[src/rtl/sbc32_serial.sv]
// rtl/sbc32_serial.sv - digit-serial 32-bit subtract-with-borrow, LS slice first
// Optional zero/ovf flag outputs are enabled by defining SBC_FLAGS_EN.
module sbc32_serial #(
    parameter int DIGIT_W = 8    // slice width; one of 1, 2, 4, 8, 16, 32
) (
    input  logic        clk,
    input  logic        rst_n,
    input  logic        in_valid,
    output logic        in_ready,
    input  logic [31:0] A,
    input  logic [31:0] B,
    input  logic        Bin,
    output logic        out_valid,
    input  logic        out_ready,
    output logic [32:0] D
`ifdef SBC_FLAGS_EN
    ,
    output logic        zero,
    output logic        ovf
`endif
);

    localparam int NSLICE = 32 / DIGIT_W;
    localparam int CW     = (NSLICE > 1) ? $clog2(NSLICE) : 1;
    localparam logic [CW-1:0] LAST = CW'(NSLICE - 1);

    typedef enum logic [1:0] {IDLE, CALC, DONE} state_t;

    state_t           state;
    logic [31:0]      a_sh;
    logic [31:0]      b_sh;
    logic             borrow;
    logic [CW-1:0]    cnt;
    logic [DIGIT_W:0] diff;
    logic [31:0]      a_next;

    always_comb begin
        diff = {1'b0, a_sh[DIGIT_W-1:0]} - {1'b0, b_sh[DIGIT_W-1:0]}
             - {{DIGIT_W{1'b0}}, borrow};
    end

    // Result slices fill the top of a_sh as minuend slices drain out the bottom,
    // so after NSLICE steps a_sh holds the whole difference.
    generate
        if (DIGIT_W == 32) begin : g_single
            assign a_next = diff[31:0];
        end else begin : g_multi
            assign a_next = {diff[DIGIT_W-1:0], a_sh[31:DIGIT_W]};
        end
    endgenerate

`ifdef SBC_FLAGS_EN
    logic a_msb;
    logic b_msb;
`endif

    always_ff @(posedge clk or negedge rst_n) begin
        if (!rst_n) begin
            state     <= IDLE;
            in_ready  <= 1'b1;
            out_valid <= 1'b0;
            D         <= '0;
            a_sh      <= '0;
            b_sh      <= '0;
            borrow    <= 1'b0;
            cnt       <= '0;
`ifdef SBC_FLAGS_EN
            a_msb     <= 1'b0;
            b_msb     <= 1'b0;
            zero      <= 1'b0;
            ovf       <= 1'b0;
`endif
        end else begin
            case (state)
                IDLE: begin
                    if (in_valid && in_ready) begin
                        a_sh     <= A;
                        b_sh     <= B;
                        borrow   <= Bin;
                        cnt      <= '0;
                        in_ready <= 1'b0;
                        state    <= CALC;
`ifdef SBC_FLAGS_EN
                        a_msb    <= A[31];
                        b_msb    <= B[31];
`endif
                    end
                end
                CALC: begin
                    a_sh   <= a_next;
                    b_sh   <= b_sh >> DIGIT_W;
                    borrow <= diff[DIGIT_W];
                    cnt    <= cnt + 1'b1;
                    if (cnt == LAST) begin
                        D         <= {diff[DIGIT_W], a_next};
                        out_valid <= 1'b1;
                        state     <= DONE;
`ifdef SBC_FLAGS_EN
                        zero      <= (a_next == 32'd0);
                        ovf       <= (a_msb ^ b_msb) & (a_msb ^ a_next[31]);
`endif
                    end
                end
                DONE: begin
                    if (out_ready) begin
                        out_valid <= 1'b0;
                        in_ready  <= 1'b1;
                        state     <= IDLE;
                    end
                end
                default: begin
                    state     <= IDLE;
                    in_ready  <= 1'b1;
                    out_valid <= 1'b0;
                end
            endcase
        end
    end

endmodule

[config.mk]
export PLATFORM = sky130hd
export DESIGN_NAME = sbc32_serial
export DESIGN_NICKNAME = d
export VERILOG_FILES = /design/src/rtl/sbc32_serial.sv
export SDC_FILE = /design/constraint.sdc
export NUM_CORES = 1
export LEC_CHECK = 0
export CORE_ASPECT_RATIO = 1.4
export CORE_MARGIN = 2
export CORE_UTILIZATION = 46
export CTS_BUF_LIST = sky130_fd_sc_hd__clkbuf_4 sky130_fd_sc_hd__clkbuf_8 sky130_fd_sc_hd__clkbuf_16
export CTS_CLUSTER_DIAMETER = 120
export CTS_CLUSTER_SIZE = 24
export DETAILED_ROUTE_END_ITERATION = 8
export GPL_TIMING_DRIVEN = 0
export PLACE_DENSITY_LB_ADDON = 0.05
export RECOVER_POWER = 25
export SKIP_LAST_GASP = 1
export SLEW_MARGIN = 20
export SYNTH_ARGS = -nofsm -noshare
export SYNTH_HDL_FRONTEND = slang
export SYNTH_SLANG_ARGS = --single-unit
export TNS_END_PERCENT = 50
[constraint.sdc]
create_clock -name clk -period 1.9 [get_ports clk]
set_input_delay 0.475 -clock clk [delete_from_list [all_inputs] [get_ports clk]]
set_output_delay 0.475 -clock clk [all_outputs]
set_load 0.03 [all_outputs]
Yosys cells after proc, flatten, opt, wreduce, memory -nomap -nowiden. Index checks and enable logic that the tools add are counted.

Output and inout port bits: 35. Bits in read-only memories: 0. Bits of input ports: 69. Word-level logic and storage cells: 45. Bits in latches: 0. Register bits after elaboration: 104. Bits in writable memories: 0. Memories kept: 0.

Muxes and demuxes: 18. $mul: 0. Reductions and logical operators: 8. Divide/modulo/power cells: 0. Shifts and indexed selects: 0. Equal/unequal tests: 6. Bitwise gates (word level): 2. $lt $le $gt $ge: 0. $add $sub $neg: 3.

Operators with widths (count): $pmux W32 S2 (2); $mux W32 (2); $reduce_and A3 Y1 (3); $sub A8 B8 Y9 (1); $sub A9 B1 Y9 (1); $mux W2 (4); $ne A2 B2 Y1 const B (3); $pmux W1 S3 (2); $pmux W2 S3 (1); $mux W1 (5); $eq A2 B2 Y1 const B (2); $pmux W2 S2 (1); $reduce_and A2 Y1 (2); $add A2 B1 Y2 const B (1); $eq A2 B1 Y1 const B (1); $logic_not A2 Y1 (1); $not A1 Y1 (2); $pmux W1 S2 (1); $reduce_bool A2 Y1 (1); $logic_and A1 B1 Y1 (1).

Logic depth before layout (Yosys ltp).
Word-level depth: 3. Mapped depth: 9. Mapped depth without buffers: 9.

Least setup slack after synthesis. No wires, ideal clock.

Path kind: register to register. Start: register a_sh[0]. End: register D[28]. Library setup time: 0.125 ns. Data arrival time: 1.971 ns. Slack: -0.196 ns. Path buffers: 0. Clock period less this slack: 2.096 ns. Cell stages (with the launch flop): 7. Data required time: 1.775 ns. Path through: dfrtp_1 -> fa_1 -> fa_1 -> or2b_1 -> a21oi_1 -> xnor2_1 -> mux2_2.

Longest elaborated chain between the ends: 2.

RTL lines: from (decl) (line 30) `logic [31:0] a_sh;`; from (signal assigned) (line 90) `a_sh <= a_next;`; $sub A8 B8 Y9 (line 38) `diff = {1'b0, a_sh[DIGIT_W-1:0]} - {1'b0, b_sh[DIGIT_W-1:0]}`; $sub A9 B1 Y9 (line 39) `- {{DIGIT_W{1'b0}}, borrow};`; to (signal assigned) (line 95) `D <= {diff[DIGIT_W], a_next};`; to (decl) (line 15) `output logic [32:0] D`.

No other way between the ends. A chain may end at the register's enable or synchronous reset.

Final worst setup path.
Start: register b_sh[0]. End: register D[31].

Longest elaborated chain between the ends: 2.

RTL lines: from (decl) (line 31) `logic [31:0] b_sh;`; from (signal assigned) (line 91) `b_sh <= b_sh >> DIGIT_W;`; $sub A8 B8 Y9 (line 38); $sub A9 B1 Y9 (line 39).

No other way between the ends.

==> impl_summary.txt <==
----------------------------------------------------
[Worst setup path]
  Data arrival at the endpoint of the critical path ... 2390 ps
  WP data required ... 2160 ps
  Start-to-end type of the worst setup path ... reg2reg
  Setup slack of the worst register-to-register path ... -230 ps
  Worst setup EP type ... register
  Maximum fanout along the worst path ... 2
  Setup crit start kind ... register

[Detailed routing]
  Number of iterations in the first detailed-routing pass ... 5
  Via count ... 3996
  Routed wire per std cell ... 16.3 µm
  Remaining number of nets flagged by the antenna check after routing ... 0
  DR vias/cell ... 5.21
  Final wirelength ... 12.5 mm
  Total DRC errors in the routed layout ... 0
  Initial detailed-routing violation count ... 160

[Min path]
  Worst hold path class ... reg2reg

[Status]
  Violated checks ... negative setup slack
  Outcome ... complete, but fails checks

[Global routing]
  Global-route wire length before repair ... 20.4 mm
  Maximum number of pins on one net before global-route repair ... 82
  Number of antenna violations at the first check in global routing ... 0
  GR Layer Usage met2 ... 0.403
  Congestion Overflow GR ... 0
  Met1 capacity usage during global routing ... 0.271
  Routing usage on met3 ... 0.0349
  Total global routing track utilization ... 0.228
  GRT Max-Usage Layer ... met2
  Vias in the first global route ... 4160

[Timing]
  Final min period ... 2130 ps
  Max Clock Skew ... 8.55 ps
  Actual slew at the worst max-slew pin ... 611 ps
  RSZ-0062 raised after global routing ... yes
  Number of hold violations in the final report ... 0
  Worst relative slew slack ... 0.593
  Worst Hold Margin ... 495 ps
  Max-slew violation count ... 0
  Ratio of final minimum period to clock period ... 1.12
  Setup-violating endpoint count in the final report ... 13
  Worst setup slack after layout ... -233 ps
  Max Clock Freq ... 469 MHz

[Synth]
  Synthesized area ... 4840 µm²
  Most used flip-flop cell after synthesis ... sky130_fd_sc_hd__dfrtp_1
  Count of synthesis-stage warnings from yosys ... 0
  Fraction of post-synthesis cell area in the top cell type by area ... 0.532
  Async set-or-reset flop fraction in the synthesized netlist ... 1.00
  Synthesized instance count ... 505
  Number of enable flip-flop cells after synthesis ... 0
  Post-Synthesis Net Count ... 589
  Count of cell types in the netlist ... 36
  Post-Syn Area per Cell ... 9.59 µm²
  Most area-consuming cells after synthesis ... sky130_fd_sc_hd__dfrtp_1 (53%), sky130_fd_sc_hd__nand2_1 (10%), sky130_fd_sc_hd__mux2_2 (7.7%)
  Number of synthesized register bits ... 104
  Most numerous cell in the Yosys netlist ... sky130_fd_sc_hd__nand2_1
  Biggest area consumer among synthesized cells ... sky130_fd_sc_hd__dfrtp_1
  Most common library cells after synthesis ... sky130_fd_sc_hd__nand2_1 (135), sky130_fd_sc_hd__dfrtp_1 (103), sky130_fd_sc_hd__nor2_1 (55), sky130_fd_sc_hd__a31oi_1 (51), sky130_fd_sc_hd__mux2_2 (33)
  Part of the Yosys area used for sequential elements ... 0.538

[CTS]
  Library cell used as clock root buffer ... sky130_fd_sc_hd__clkbuf_16
  Total number of H-tree levels ... 3
  Clock buffers created by TritonCTS ... 9
  TritonCTS clock tree ... yes
  Clock latency of the later-clocked register in the worst-skew pair ... 350 ps
  Clock slew at reported path FFs ... 70 ps
  Number of clock sinks ... 104
  Largest buffer count on any clock path ... 2

[Pwr]
  Power density of the placed cells ... 1920 nW/µm²
  Static Leakage ... 2.96 nW
  Max IR drop VDD ... 756 µV

[Layout]
  # fillers ... 937
  Core Util, Final ... 0.633
  Ant. Diodes ... 0
  Area Growth Syn to Fin ... 34.6%
  Total Nets Final ... 708
  Layout cells sized above 1 ... 0.162
  Final cell count without fillers ... 767

[Floorplanning]
  Top-Level Pins ... 104
  Initial Util ... 0.470
  Number of core rows ... 44
  Die Footprint ... 11400 µm²
  Die extent in y ... 125 µm
  Placeable Area ... 10300 µm²
  Floorplan die width ... 90.7 µm

[Place]
  Placed Cells incl. Taps ... 747
  Placer congestion estimate ... 0.846
  IO Port Bufs ... 103
  Worst-case setup slack after placement ... -462 ps
  Detailed placer's ending HPWL ... 9.28 mm

[Job]
  Maximum capacitance violations ... 0

----------------------------------------------------
[state kept, by name, indices dropped and copies added (netlist names)]
register,cells
D,33
a_sh,32
b_sh,32
borrow,1
cnt,2
in_ready,1
out_valid,1
state,2
[critical path: stages (launching register included)]
cell	delay (ps)
sky130_fd_sc_hd__dfrtp_1	390
sky130_fd_sc_hd__inv_2	50
sky130_fd_sc_hd__fa_2	390
sky130_fd_sc_hd__ha_4	220
sky130_fd_sc_hd__and2_4	160
sky130_fd_sc_hd__o311ai_4	260
sky130_fd_sc_hd__a21oi_2	120
sky130_fd_sc_hd__o21a_1	230
sky130_fd_sc_hd__o31ai_2	220
[metal layers]
layer | up-vias | wire length, µm
met5 | - | 0
met4 | 0 | 505
met3 | 26 | 519
met2 | 113 | 6440
met1 | 1921 | 5060
li1 | 1936 | -
[through the flow]
stage	power, mW	TNS (ps)	cell area (µm²)
final	12.5	-1630	6520
after global routing	13.4	-3070	6520
after CTS	12.3	-2160	6460
after detailed placement	9.95	-18070	6090
after global placement	9.82	-383820	6070
after floorplan	7.82	-340	4860
[timing repair]
item	4_1_cts	5_1_grt
hold endpoints to repair	22	0
resized for setup	17	13
setup endpoints to repair	26	37
pin swaps	13	7
hold buffers	1	0
buffers inserted	2	1
[worst paths after layout]
check                                          from                   to  depth (start not counted)
worst max register to register  b_sh[0]$_DFFE_PN0P_    D[31]$_DFFE_PN0P_                          8
min in group asynchronous                     rst_n    D[14]$_DFFE_PN0P_                          2
worst min-delay path              D[27]$_DFFE_PN0P_    D[27]$_DFFE_PN0P_                          2
worst max-delay path            b_sh[0]$_DFFE_PN0P_    D[31]$_DFFE_PN0P_                          8
worst min register to register    D[27]$_DFFE_PN0P_    D[27]$_DFFE_PN0P_                          2
max in group asynchronous                     rst_n  b_sh[2]$_DFFE_PN0P_                          3
[final cells by class]
class / count / area, µm² / area share
Buffer: 32 / 154 / 0.0236
Sequential cell: 104 / 2600 / 0.399
Clock inverter: 6 / 66.3 / 0.0102
Multi-Input combinational cell: 349 / 2140 / 0.328
Timing Repair Buffer: 108 / 1070 / 0.164
Inverter: 20 / 75.1 / 0.0115
Clock buffer: 10 / 239 / 0.0367
Tap cell: 138 / 173 / 0.0265
[placed cells by master (no fill, tap or decap), drive strengths merged, types with 10 or more instances in the layout]
cell type	count
nand2	135
dfrtp	103
clkdlybuf4s50	101
nor2	56
a31oi	51
mux2	33
buf	24
clkbuf	23
inv	21
ha	13
o21ai	13
a21oi	10
[where the power goes]
group / switching [mW] / internal (mW) / total [mW] / leakage (nW)
logic: 3.60 / 3.01 / 6.60 / 1.58
clock network: 0.849 / 1.06 / 1.91 / 0.141
registers: 0.726 / 3.29 / 4.02 / 1.24
[logic make-up (layout without fill, tap and decap cells)]
kind of cell | Yosys count | count (layout) | share of synthesized area
simple gates | 211 | 211 | 0.175
flops | 104 | 104 | 0.538
compound gates | 83 | 83 | 0.109
buf+inv | 52 | 176 | 0.0468
mux | 34 | 34 | 0.0788
fa+ha+maj | 15 | 15 | 0.0419
xor+xnor | 6 | 6 | 0.0109
No activity file was read; power rests on OpenSTA's default activity.
